$ cat config.mk
export PLATFORM = sky130hd
export DESIGN_NAME = chaotic_map_gen
export DESIGN_NICKNAME = d
export VERILOG_FILES = /design/src/rtl/chaos_pkg.sv /design/src/rtl/chaos_lfsr16.sv /design/src/rtl/chaotic_map_gen.sv
export SDC_FILE = /design/constraint.sdc
export NUM_CORES = 1
export LEC_CHECK = 0
export CAP_MARGIN = 0
export CORE_MARGIN = 2
export CORE_UTILIZATION = 60
export CTS_CLUSTER_SIZE = 30
export DETAILED_ROUTE_END_ITERATION = 8
export PLACE_DENSITY = 0.76
export SYNTH_ARGS = -nofsm -noshare
export SYNTH_HDL_FRONTEND = slang
export SYNTH_HIERARCHICAL = 1
export SYNTH_SLANG_ARGS = --single-unit
$ cat constraint.sdc
create_clock -name clk -period 8.7 [get_ports clk]
set_input_delay 0.87 -clock clk [delete_from_list [all_inputs] [get_ports clk]]
set_output_delay 0.87 -clock clk [all_outputs]
set_load 0.02 [all_outputs]
$ cat src/rtl/chaos_pkg.sv
// Shared types and helpers for the logistic-map generator and its LFSR mixer.
package chaos_pkg;

    typedef enum logic [1:0] {
        IDLE = 2'd0,
        MUL1 = 2'd1,
        MUL2 = 2'd2,
        HOLD = 2'd3
    } state_t;

    localparam logic [15:0] LFSR_SEED = 16'hACE1;
    localparam logic [15:0] LFSR_TAPS = 16'hB400;

    // Full-width product then truncating shift; operands are zero-extended by the caller.
    function automatic logic [63:0] q_mul(input logic [63:0] a, input logic [63:0] b,
                                          input int unsigned frac);
        logic [63:0] prod;
        prod = a * b;
        return prod >> frac;
    endfunction

endpackage

$ cat src/rtl/chaos_lfsr16.sv
// 16-bit Galois LFSR used to whiten the map output when LFSR_MIX_EN is defined.
module chaos_lfsr16
    import chaos_pkg::*;
(
    input  logic        clk,
    input  logic        reset,
    input  logic        load,
    input  logic        step,
    output logic [15:0] lfsr_out
);

    logic [15:0] lfsr_q;
    logic [15:0] lfsr_d;

    always_comb begin
        lfsr_d = lfsr_q;
        if (load) begin
            lfsr_d = LFSR_SEED;
        end else if (step) begin
            lfsr_d = {1'b0, lfsr_q[15:1]} ^ (lfsr_q[0] ? LFSR_TAPS : 16'h0000);
        end
    end

    always_ff @(posedge clk) begin
        if (reset) begin
            lfsr_q <= LFSR_SEED;
        end else begin
            lfsr_q <= lfsr_d;
        end
    end

    assign lfsr_out = lfsr_q;

endmodule

$ cat src/rtl/chaotic_map_gen.sv
// Fixed-point logistic-map generator x' = r*x*(1-x) with burn-in, backpressure and stuck recovery.
// Optional output whitening with a 16-bit LFSR when LFSR_MIX_EN is defined.
module chaotic_map_gen
    import chaos_pkg::*;
#(
    parameter int WIDTH = 16,
    parameter int FRAC  = 8,
    parameter int BURN  = 0,
    parameter int KICK  = 1,
    parameter int CNT_W = 16
) (
    input  logic             clk,
    input  logic             reset,
    input  logic             start,
    input  logic [WIDTH-1:0] x_init,
    input  logic [WIDTH-1:0] r,
    output logic [WIDTH-1:0] out_data,
    output logic             out_valid,
    input  logic             out_ready,
    output logic             busy,
    output logic             stuck,
    output logic [CNT_W-1:0] iter_cnt
);

    localparam int               BURN_W = (BURN > 0) ? $clog2(BURN + 1) : 1;
    localparam logic [WIDTH-1:0] ONE    = WIDTH'(1) << FRAC;

    state_t             state_q, state_d;
    logic [WIDTH-1:0]   x_q, x_d;
    logic [WIDTH-1:0]   r_q, r_d;
    logic [WIDTH-1:0]   p1_q, p1_d;
    logic [BURN_W-1:0]  burn_q, burn_d;
    logic [CNT_W-1:0]   iter_q, iter_d;
    logic               valid_q, valid_d;
    logic               stuck_q, stuck_d;
    logic [WIDTH-1:0]   t;
    logic [WIDTH-1:0]   xn;
    logic               accept;

    // Clamp a widened result to the all-ones code when anything spills above WIDTH bits.
    function automatic logic [WIDTH-1:0] sat_w(input logic [63:0] v);
        if ((v >> WIDTH) != 64'd0) begin
            return '1;
        end
        return v[WIDTH-1:0];
    endfunction

    assign accept = valid_q & out_ready;

    always_comb begin
        t = (x_q <= ONE) ? (ONE - x_q) : '0;
    end

    always_comb begin
        state_d = state_q;
        x_d     = x_q;
        r_d     = r_q;
        p1_d    = p1_q;
        burn_d  = burn_q;
        iter_d  = iter_q;
        valid_d = valid_q;
        stuck_d = stuck_q;
        xn      = '0;

        case (state_q)
            IDLE: ;
            MUL1: begin
                p1_d    = sat_w(q_mul(64'(x_q), 64'(t), FRAC));
                state_d = MUL2;
            end
            MUL2: begin
                xn = sat_w(q_mul(64'(r_q), 64'(p1_q), FRAC));
                if (xn == '0) begin
                    xn      = WIDTH'(KICK);
                    stuck_d = 1'b1;
                end
                x_d = xn;
                if (burn_q != '0) begin
                    burn_d  = burn_q - 1'b1;
                    state_d = MUL1;
                end else begin
                    valid_d = 1'b1;
                    state_d = HOLD;
                end
            end
            HOLD: begin
                if (accept) begin
                    valid_d = 1'b0;
                    iter_d  = iter_q + 1'b1;
                    state_d = MUL1;
                end
            end
            default: state_d = IDLE;
        endcase

        // A start from any state aborts the iteration in flight and reloads.
        if (start) begin
            x_d     = x_init;
            r_d     = r;
            burn_d  = BURN_W'(BURN);
            iter_d  = '0;
            stuck_d = 1'b0;
            valid_d = 1'b0;
            state_d = MUL1;
        end
    end

    always_ff @(posedge clk) begin
        if (reset) begin
            state_q <= IDLE;
            x_q     <= '0;
            r_q     <= '0;
            p1_q    <= '0;
            burn_q  <= '0;
            iter_q  <= '0;
            valid_q <= 1'b0;
            stuck_q <= 1'b0;
        end else begin
            state_q <= state_d;
            x_q     <= x_d;
            r_q     <= r_d;
            p1_q    <= p1_d;
            burn_q  <= burn_d;
            iter_q  <= iter_d;
            valid_q <= valid_d;
            stuck_q <= stuck_d;
        end
    end

    assign out_valid = valid_q;
    assign busy      = (state_q != IDLE);
    assign stuck     = stuck_q;
    assign iter_cnt  = iter_q;

`ifdef LFSR_MIX_EN
    logic [15:0] lfsr;

    chaos_lfsr16 u_lfsr (
        .clk      (clk),
        .reset    (reset),
        .load     (start),
        .step     (accept),
        .lfsr_out (lfsr)
    );

    // Idle output stays at zero so the post-reset value is not the raw seed.
    assign out_data = (state_q == IDLE) ? x_q : (x_q ^ WIDTH'(lfsr));
`else
    assign out_data = x_q;
`endif

endmodule
==> flow_summary.json, run 1 <==
{
  "synthTopCellsByArea": "fa_1 (39%), ha_1 (13%), inv_1 (9.1%)",
  "grt-ovfl-total": 0,
  "tightest_slew_ns": 1.02,
  "finalSetupTns_ns": 0,
  "dr.pass1.iters": 7,
  "synth-seq-cells": 68,
  "core_area_mm2": 0.0324,
  "hold_buffers": 0,
  "wl_per_cell_um": 16.6,
  "ant_nets": 0,
  "cp.required_ns": 8.96,
  "layout_common_cells": "inv_1 (473), fa_1 (386), ha_1 (209)",
  "ys.flop_type": "dfxtp_1",
  "start_util_pct": 60.6,
  "p_leak_nw": 11.1,
  "fin_crit_sh_pct": 90.8,
  "finalSetupViolations": 0,
  "io_pins": 71,
  "synth_top_area_cell": "fa_1",
  "hold_viol": 0,
  "cp_slowest_cell": "a211oi_1",
  "clock_latency_ns": 0.36,
  "yosys_warnings": 6,
  "clkTransAtPathRegs_ns": 0.07,
  "grt_pass1_wl_mm": 80.4,
  "async_reset_ff_share_pct": 0,
  "insertedDiodeCount": 0,
  "crit_type": "reg2reg",
  "peakVddDrop_mv": 0.536,
  "synthDistinctLibCells": 79,
  "track_usage_pct": 29.8,
  "fin_skew_ns": 0.0191,
  "yosysTopAreaCellShare_pct": 39.4,
  "syn2layout_area_growth_pct": 9.96,
  "cp-end-kind": "register",
  "cp-start-kind": "register",
  "outcome": "complete, no violations",
  "drt-initial-drc-count": 795,
  "remaining_drc_errors": 0,
  "final_common_cell": "inv_1",
  "syn-cell-area_mm2": 0.0196,
  "io_buffers": 70,
  "die_height_um": 185,
  "cts_sinks": 68,
  "finalWeightedCongestion": 0.908,
  "power_density_mw_per_mm2": 369,
  "cap_violations": 0,
  "place_hpwl_mm": 39.7,
  "crit_arrival_ns": 8.16,
  "n_fill_cell": 2778,
  "synth_edf_count": 0,
  "hp-class": "reg2reg",
  "cts_buffers": 9,
  "seq_area_frac_synth_pct": 6.94,
  "min_period_ns": 7.90,
  "syn_avg_cell_area_um2": 8.85,
  "drive_gt1_share_pct": 2.42,
  "vias_per_cell": 5.43,
  "die_w_um": 185,
  "cts_setup_buffers": 0,
  "via_count": 15428,
  "row_count": 66,
  "rsz0062_at_grt": "no",
  "grt_pass1_vias": 16780,
  "max_freq_mhz": 127,
  "slowest_delay_ns": 0.55,
  "cts_tree": "built",
  "fin_nets": 3024,
  "h-tree-depth": 3,
  "die-area_mm2": 0.0342,
  "antenna_found_initial": 0,
  "grt_max_degree": 43,
  "post_cts_resized": 0,
  "path_max_fanout": 12,
  "wl_mm": 47.1,
  "drv_slew": 0,
  "power_mw": 7.96,
  "clock_path_buffers": 2,
  "cts_root_buf": "clkbuf_16",
  "syn_inst": 2216,
  "max_slew_margin_pct": 31.9
}
sequential cells by signal, summed over array words and instances, names as in the netlist:
register   cells
iter_cnt      16
out_data      16
p1_q          16
r_q           16
state_q        2
out_valid      1
stuck          1
cells in the mapped netlist (23+ instances only):
cell / instances
o21ai_0: 56
ha_1: 209
nand3_1: 27
xnor2_1: 28
fa_1: 386
nor3_1: 24
and2_1: 174
nand2_1: 195
a21oi_1: 76
nor2_1: 115
nand4_1: 25
inv_1: 473
and3_1: 23
a211oi_1: 27
dfxtp_1: 68
clkbuf_1: 75
xor2_1: 36
per-layer routing:
layer | share of wire, % | GRT usage [%] | vias up | routed length, um
met5 | 0 | 0 | - | 0
met4 | 4.8 | 13.2 | 0 | 2240
met3 | 4.3 | 3.01 | 153 | 2020
met2 | 52 | 54.2 | 457 | 24600
met1 | 39 | 36.0 | 7695 | 18300
li1 | - | - | 7123 | -
per-stage QoR:
step | cell area [um2] | hold slack [ns] | util (%) | std cells | setup slack [ns]
floorplan | 20300 | 0.501 | - | 2387 | 1.79
global placement | 21200 | 0.478 | 65.6 | 2824 | 0.830
detailed placement | 21200 | 0.480 | 65.6 | 2824 | 0.794
CTS | 21600 | 0.489 | 66.6 | 2840 | 0.746
global route | 21600 | 0.528 | 66.6 | 2840 | 0.279
finish | 21600 | 0.487 | 66.6 | 2840 | 0.803
cells by family (layout without fill, tap and decap cells):
family	Yosys count	in the layout	share of synthesized area (%)
AO/OA/AOI/OAI	273	273	9.11
XOR/XNOR	64	64	2.86
AND/OR/NAND/NOR	633	633	16.3
flip-flops	68	68	6.94
buffers and inverters	560	571	10.9
adder cells (fa/ha/maj)	595	595	52.7
multiplexers	21	21	1.08
other	2	173	0.0383
worst max-delay path, delay by kind of cell, from the launching register on:
family | cells | cell delay (ns)
DFF | 1 | 0.43
AOI/OAI and AO/OA | 6 | 1.59
and+or+nand+nor | 4 | 1.49
xor gates and xnor gates | 1 | 0.22
adders and majority gates | 8 | 3.32
buffers and inverters | 6 | 0.73
power by group:
group          internal, mW  switching [mW]  total, mW  leakage [nW]
Clock                 0.281           0.165      0.446         0.163
Combinational          2.80            4.28       7.08          10.4
Sequential            0.336          0.0994      0.436         0.559
Total                  3.42            4.55       7.96          11.1
worst paths after layout:
path	startpoint	endpoint	slack, ns	cells past startpoint
worst max-delay path	out_data[1]	p1_q[10]	0.80	25
worst min-delay path	iter_cnt[1]	iter_cnt[1]	0.49	2
worst max register to register	out_data[1]	p1_q[10]	0.80	25
worst min register to register	iter_cnt[1]	iter_cnt[1]	0.49	2
cell type report:
type                    count  area, um2  area share, %
multi-input cells        1759      16800           77.7
flip-flops and latches     68       1360           6.31
clock buffers              10        229           1.06
inverters                 473       1780           8.23
well taps                 442        553           2.56
repair buffers             82        781           3.62
clock inverters             6        111          0.516
Power figures use the tool's default switching activity.
==> run 2: changes to the inputs <==
--- a/config.mk
+++ b/config.mk
@@ -6,10 +6,12 @@
 export NUM_CORES = 1
 export LEC_CHECK = 0
 export CAP_MARGIN = 0
+export CORE_ASPECT_RATIO = 0.75
 export CORE_MARGIN = 2
 export CORE_UTILIZATION = 60
 export CTS_CLUSTER_SIZE = 30
 export DETAILED_ROUTE_END_ITERATION = 8
+export GPL_ROUTABILITY_DRIVEN = 1
 export PLACE_DENSITY = 0.76
 export SYNTH_ARGS = -nofsm -noshare
 export SYNTH_HDL_FRONTEND = slang
==> run 2 against run 1 <==
Against the previous run:
- wire length is 5.9% higher
- combinational power increased by 1%
- register-to-register slack improved by 0.07 ns
- die area barely moved
- hold slack worse by 0.0058 ns
- clock power decreased by 7.0%
- clock skew shrank 0.0078 ns
- first-iteration DRC count up 36%
- via count down 0.21%
- flip-flop and latch count is the same
- sequential power is 1% lower
==> flow_summary.json, run 2 (synthesis gave the netlist of run 1 again) <==
{
  "clock_path_buffers": 2,
  "clock_latency_ns": 0.36,
  "path_max_fanout": 11,
  "track_usage_pct": 31.6,
  "hold_viol": 0,
  "drive_gt1_share_pct": 2.70,
  "r2r_cells": 23,
  "holdPathEnd": "p1_q[14]",
  "post-place-ws_ns": 0.974,
  "final-seq-area_mm2": 0.00136,
  "die_height_um": 161,
  "io_buffers": 70,
  "r2r-end": "p1_q[10]",
  "core_area_mm2": 0.0323,
  "fin_nets": 3031,
  "drt-initial-drc-count": 1079,
  "io_pins": 71,
  "fin_crit_sh_pct": 90.0,
  "crit_arrival_ns": 8.10,
  "h-tree-depth": 3,
  "layout_common_cells": "inv_1 (473), fa_1 (386), ha_1 (209)",
  "place_hpwl_mm": 42.2,
  "drv_slew": 0,
  "cp.required_ns": 8.97,
  "syn2layout_area_growth_pct": 10.1,
  "dr.pass1.iters": 5,
  "hp-start": "p1_q[14]",
  "outcome": "complete, no violations",
  "start_util_pct": 60.7,
  "row_count": 57,
  "power_mw": 8.01,
  "layout.cells.non_filler": 2846,
  "grt-ovfl-total": 0,
  "cap_violations": 0,
  "final_common_cell": "inv_1",
  "cp-start-kind": "register",
  "peakVddDrop_mv": 0.745,
  "rsz0062_at_grt": "no",
  "p_leak_nw": 11.1,
  "vias_per_cell": 5.41,
  "grt_pass1_vias": 15820,
  "tightest_slew_ns": 0.973,
  "n_fill_cell": 2671,
  "min_period_ns": 7.83,
  "wl_mm": 49.9,
  "power_density_mw_per_mm2": 371,
  "finalSetupViolations": 0,
  "via_count": 15395,
  "grt_pass1_wl_mm": 83.6,
  "clkTransAtPathRegs_ns": 0.06,
  "die-area_mm2": 0.0342,
  "cts_sinks": 68,
  "cts_buffers": 9,
  "fin_skew_ns": 0.0113,
  "r2r_setup_slack_ns": 0.87,
  "die_w_um": 213,
  "hold_buffers": 0,
  "crit_type": "reg2reg",
  "insertedDiodeCount": 0,
  "place_inst": 2831,
  "cts_setup_buffers": 0,
  "antenna_found_initial": 0,
  "finalSetupTns_ns": 0,
  "cts_root_buf": "clkbuf_16",
  "ant_nets": 0,
  "min_path_cells": 2,
  "r2r_start": "out_data[1]",
  "multiInputGateArea_mm2": 0.0168,
  "setup_slack_ns": 0.870,
  "hp-class": "reg2reg",
  "max_slew_margin_pct": 35.1,
  "finalWeightedCongestion": 0.987,
  "holdWs_ns": 0.481,
  "cp-end-kind": "register",
  "wl_per_cell_um": 17.5,
  "grt_max_degree": 43,
  "max_freq_mhz": 128,
  "cts_tree": "built",
  "remaining_drc_errors": 0,
  "post_cts_resized": 0
}
==> run 2: how the worst max path moves through the flow <==
stage	cells after the start	startpoint	to	slack, ns
after floorplan	25	out_data[1]	p1_q[12]	1.79
after global placement	23	out_data[1]	p1_q[10]	1.10
after detailed placement	25	out_data[1]	p1_q[10]	0.97
after CTS	25	out_data[1]	p1_q[10]	0.94
after global routing	23	out_data[1]	p1_q[10]	0.39
final	23	out_data[1]	p1_q[10]	0.87
==> run 2: area by class of cell <==
type / instances / area share (%)
Inverter: 473 / 8.22
Clock buffer: 9 / 1.04
Timing Repair Buffer: 89 / 3.86
Sequential cell: 68 / 6.30
Tap cell: 442 / 2.56
Clock inverter: 6 / 0.411
Multi-Input combinational cell: 1759 / 77.6
==> run 2: metrics by stage <==
| step | cell area [um2] | utilization (%) |
|---|---|---|
| finish | 21600 | 66.8 |
| global placement | 21300 | 65.9 |
| global route | 21600 | 66.8 |
| floorplan | 20300 | - |
| detailed placement | 21300 | 65.9 |
| CTS | 21600 | 66.8 |
==> run 2: worst max-delay path, stage by stage (launching register included) <==
cell and delay, ns:
dfxtp_1 0.38, inv_1 0.34, ha_1 0.30, nor3b_2 0.28
a31oi_1 0.21, nor2_1 0.52, and2_1 0.49, nand2_1 0.25
fa_1 0.49, fa_1 0.43, inv_1 0.08, fa_1 0.42
fa_1 0.47, fa_1 0.50, inv_1 0.05, fa_1 0.50
inv_1 0.05, ha_1 0.38, a21o_1 0.20, a21o_1 0.17
a21o_1 0.18, a211oi_1 0.58, xor2_1 0.20, a211oi_1 0.26
==> run 2: power by group <==
part	total, mW	switching, mW	internal [mW]	leakage (nW)
Sequential	0.431	0.0946	0.336	0.559
Clock	0.415	0.165	0.250	0.148
Combinational	7.17	4.36	2.80	10.4
==> run 2: routing by layer <==
| layer | routed length (um) | part of all wire, % | vias up | track usage, % |
|---|---|---|---|---|
| li1 | - | - | 7129 | - |
| met4 | 907 | 1.8 | 0 | 5.79 |
| met3 | 4570 | 9.1 | 57 | 6.63 |
| met5 | 0 | 0 | - | 0 |
| met1 | 23300 | 47 | 7612 | 48.9 |
| met2 | 21200 | 42 | 597 | 46.0 |
==> run 3: changes to the inputs <==
--- a/config.mk
+++ b/config.mk
@@ -8,11 +8,11 @@
 export CAP_MARGIN = 0
 export CORE_ASPECT_RATIO = 0.75
 export CORE_MARGIN = 2
-export CORE_UTILIZATION = 60
+export CORE_UTILIZATION = 55
 export CTS_CLUSTER_SIZE = 30
 export DETAILED_ROUTE_END_ITERATION = 8
 export GPL_ROUTABILITY_DRIVEN = 1
-export PLACE_DENSITY = 0.76
+export PLACE_DENSITY = 0.71
 export SYNTH_ARGS = -nofsm -noshare
 export SYNTH_HDL_FRONTEND = slang
 export SYNTH_HIERARCHICAL = 1
==> run 3 against run 2 <==
Against the previous run:
- non-clock buffer count decreased by 2
- sequential share of layout area about the same
- total power decreased by 0.25%
- worst setup slack got worse by 0.074 ns
- die area increased by 8.9%
- clock power decreased by 7.0%
- register-to-register slack got worse by 0.07 ns
- maximum frequency decreased by 0.94%
- critical path type unchanged
- critical endpoint unchanged
- largest cell class unchanged
- highest routed layer is now met5
==> flow_summary.json, run 3 (synthesis gave the netlist of run 1 again) <==
{
  "cts_buffers": 9,
  "grt_pass1_vias": 15955,
  "p_leak_nw": 11.1,
  "fin_crit_sh_pct": 90.9,
  "cap_violations": 0,
  "io_pins": 71,
  "finalWeightedCongestion": 0.965,
  "cts_tree": "built",
  "die_w_um": 222,
  "crit_arrival_ns": 8.17,
  "postLayoutCellArea_mm2": 0.0216,
  "drive_gt1_share_pct": 2.58,
  "postPlaceCellArea_mm2": 0.0213,
  "cp.required_ns": 8.97,
  "h-tree-depth": 3,
  "place_inst": 2844,
  "wl_per_cell_um": 17.3,
  "outcome": "complete, no violations",
  "max_slew_margin_pct": 32.5,
  "dr.pass1.iters": 8,
  "slowest_delay_ns": 0.61,
  "layout_common_cells": "inv_1 (473), fa_1 (386), ha_1 (209)",
  "min_period_ns": 7.90,
  "path_cells": "inv_1 > ha_1 > nor3b_2 > a31oi_1 > nor2_1 > and2_1 > nand2_1 > fa_1 > fa_1 > inv_1 > fa_1 > fa_1 > fa_1 > inv_1 > fa_1 > inv_1 > ha_1 > a21o_1 > a21o_1 > a21o_1 > a211oi_1 > xor2_1 > a211oi_1",
  "fin_nets": 3029,
  "wl_mm": 49.6,
  "crit_type": "reg2reg",
  "post_cts_resized": 0,
  "grt_max_degree": 43,
  "start_util_pct": 56.2,
  "die-area_mm2": 0.0372,
  "hold_viol": 0,
  "holdWs_ns": 0.514,
  "cp-start-kind": "register",
  "cp_slowest_cell": "nor2_1",
  "power_density_mw_per_mm2": 370,
  "core_area_mm2": 0.0349,
  "power_mw": 7.99,
  "clkTransAtPathRegs_ns": 0.06,
  "hp-class": "reg2reg",
  "layout.cells.non_filler": 2859,
  "antenna_found_initial": 2,
  "cts_root_buf": "clkbuf_16",
  "tightest_slew_ns": 1.01,
  "fin_skew_ns": 0.0128,
  "path_max_fanout": 12,
  "max_freq_mhz": 127,
  "io_buffers": 70,
  "finalSetupTns_ns": 0,
  "via_count": 15323,
  "drt-initial-drc-count": 1093,
  "syn2layout_area_growth_pct": 10.0,
  "die_height_um": 168,
  "track_usage_pct": 28.6,
  "ant_nets": 0,
  "hold_buffers": 0,
  "clock_path_buffers": 2,
  "finalSetupViolations": 0,
  "rsz0062_at_grt": "no",
  "crit_top_cell": "fa_1",
  "grt_pass1_wl_mm": 83.9,
  "cts_setup_buffers": 0,
  "cp-end-kind": "register",
  "drv_slew": 0,
  "remaining_drc_errors": 0,
  "cts_sinks": 68,
  "peakVddDrop_mv": 0.833,
  "place_hpwl_mm": 42.2,
  "clock_latency_ns": 0.37,
  "insertedDiodeCount": 0,
  "vias_per_cell": 5.36,
  "row_count": 59,
  "grt-ovfl-total": 0,
  "final_common_cell": "inv_1"
}
[run 3: cell count changes in the layout (fill, tap and decap cells not counted)]
cell       before  now
bufinv_16       2    1
clkinv_2        1    0
buf_4          19   17
clkbuf_1        0    1
clkinv_4        0    1
[run 3: routing by layer]
| metal | vias up | track usage (%) | wire length [um] |
|---|---|---|---|
| met5 | - | 0 | 8 |
| met4 | 2 | 6.08 | 994 |
| met3 | 57 | 4.81 | 3510 |
| met2 | 503 | 41.8 | 20700 |
| met1 | 7649 | 44.3 | 24300 |
| li1 | 7112 | - | - |
[run 3: where the power goes]
part / total [mW] / internal (mW) / switching [mW]
combinational: 7.17 / 2.80 / 4.37
clock: 0.386 / 0.222 / 0.164
sequential: 0.437 / 0.336 / 0.100
[run 3: final timing paths]
path	startpoint	endpoint	slack, ns	cells after the start
max	out_data[1]	p1_q[10]	0.80	23
min	iter_cnt[1]	iter_cnt[1]	0.51	2
max reg2reg	out_data[1]	p1_q[10]	0.80	23
min reg2reg	iter_cnt[1]	iter_cnt[1]	0.51	2
[run 3: area by class of cell]
class | instances | area [um2]
clock inverters | 5 | 62.6
inverters | 473 | 1780
flip-flops and latches | 68 | 1360
well taps | 457 | 572
multi-input cells | 1759 | 16800
fillers | 3118 | 13300
repair buffers | 87 | 818
clock buffers | 10 | 229
[run 3: worst max-delay path: cells and delay by family (launching register included)]
family          cells  cell delay [ns]
fa+ha+maj           8             3.54
simple gates        4             1.63
compound gates      6             1.60
buf+inv             4             0.49
flops               1             0.38
xor+xnor            1             0.18
[run 3: through the flow]
stage               setup WS, ns  util, %
finish                     0.796     61.8
global placement            1.09     61.0
detailed placement         0.935     61.0
floorplan                   1.79        -
global route               0.353     61.8
CTS                        0.892     61.8
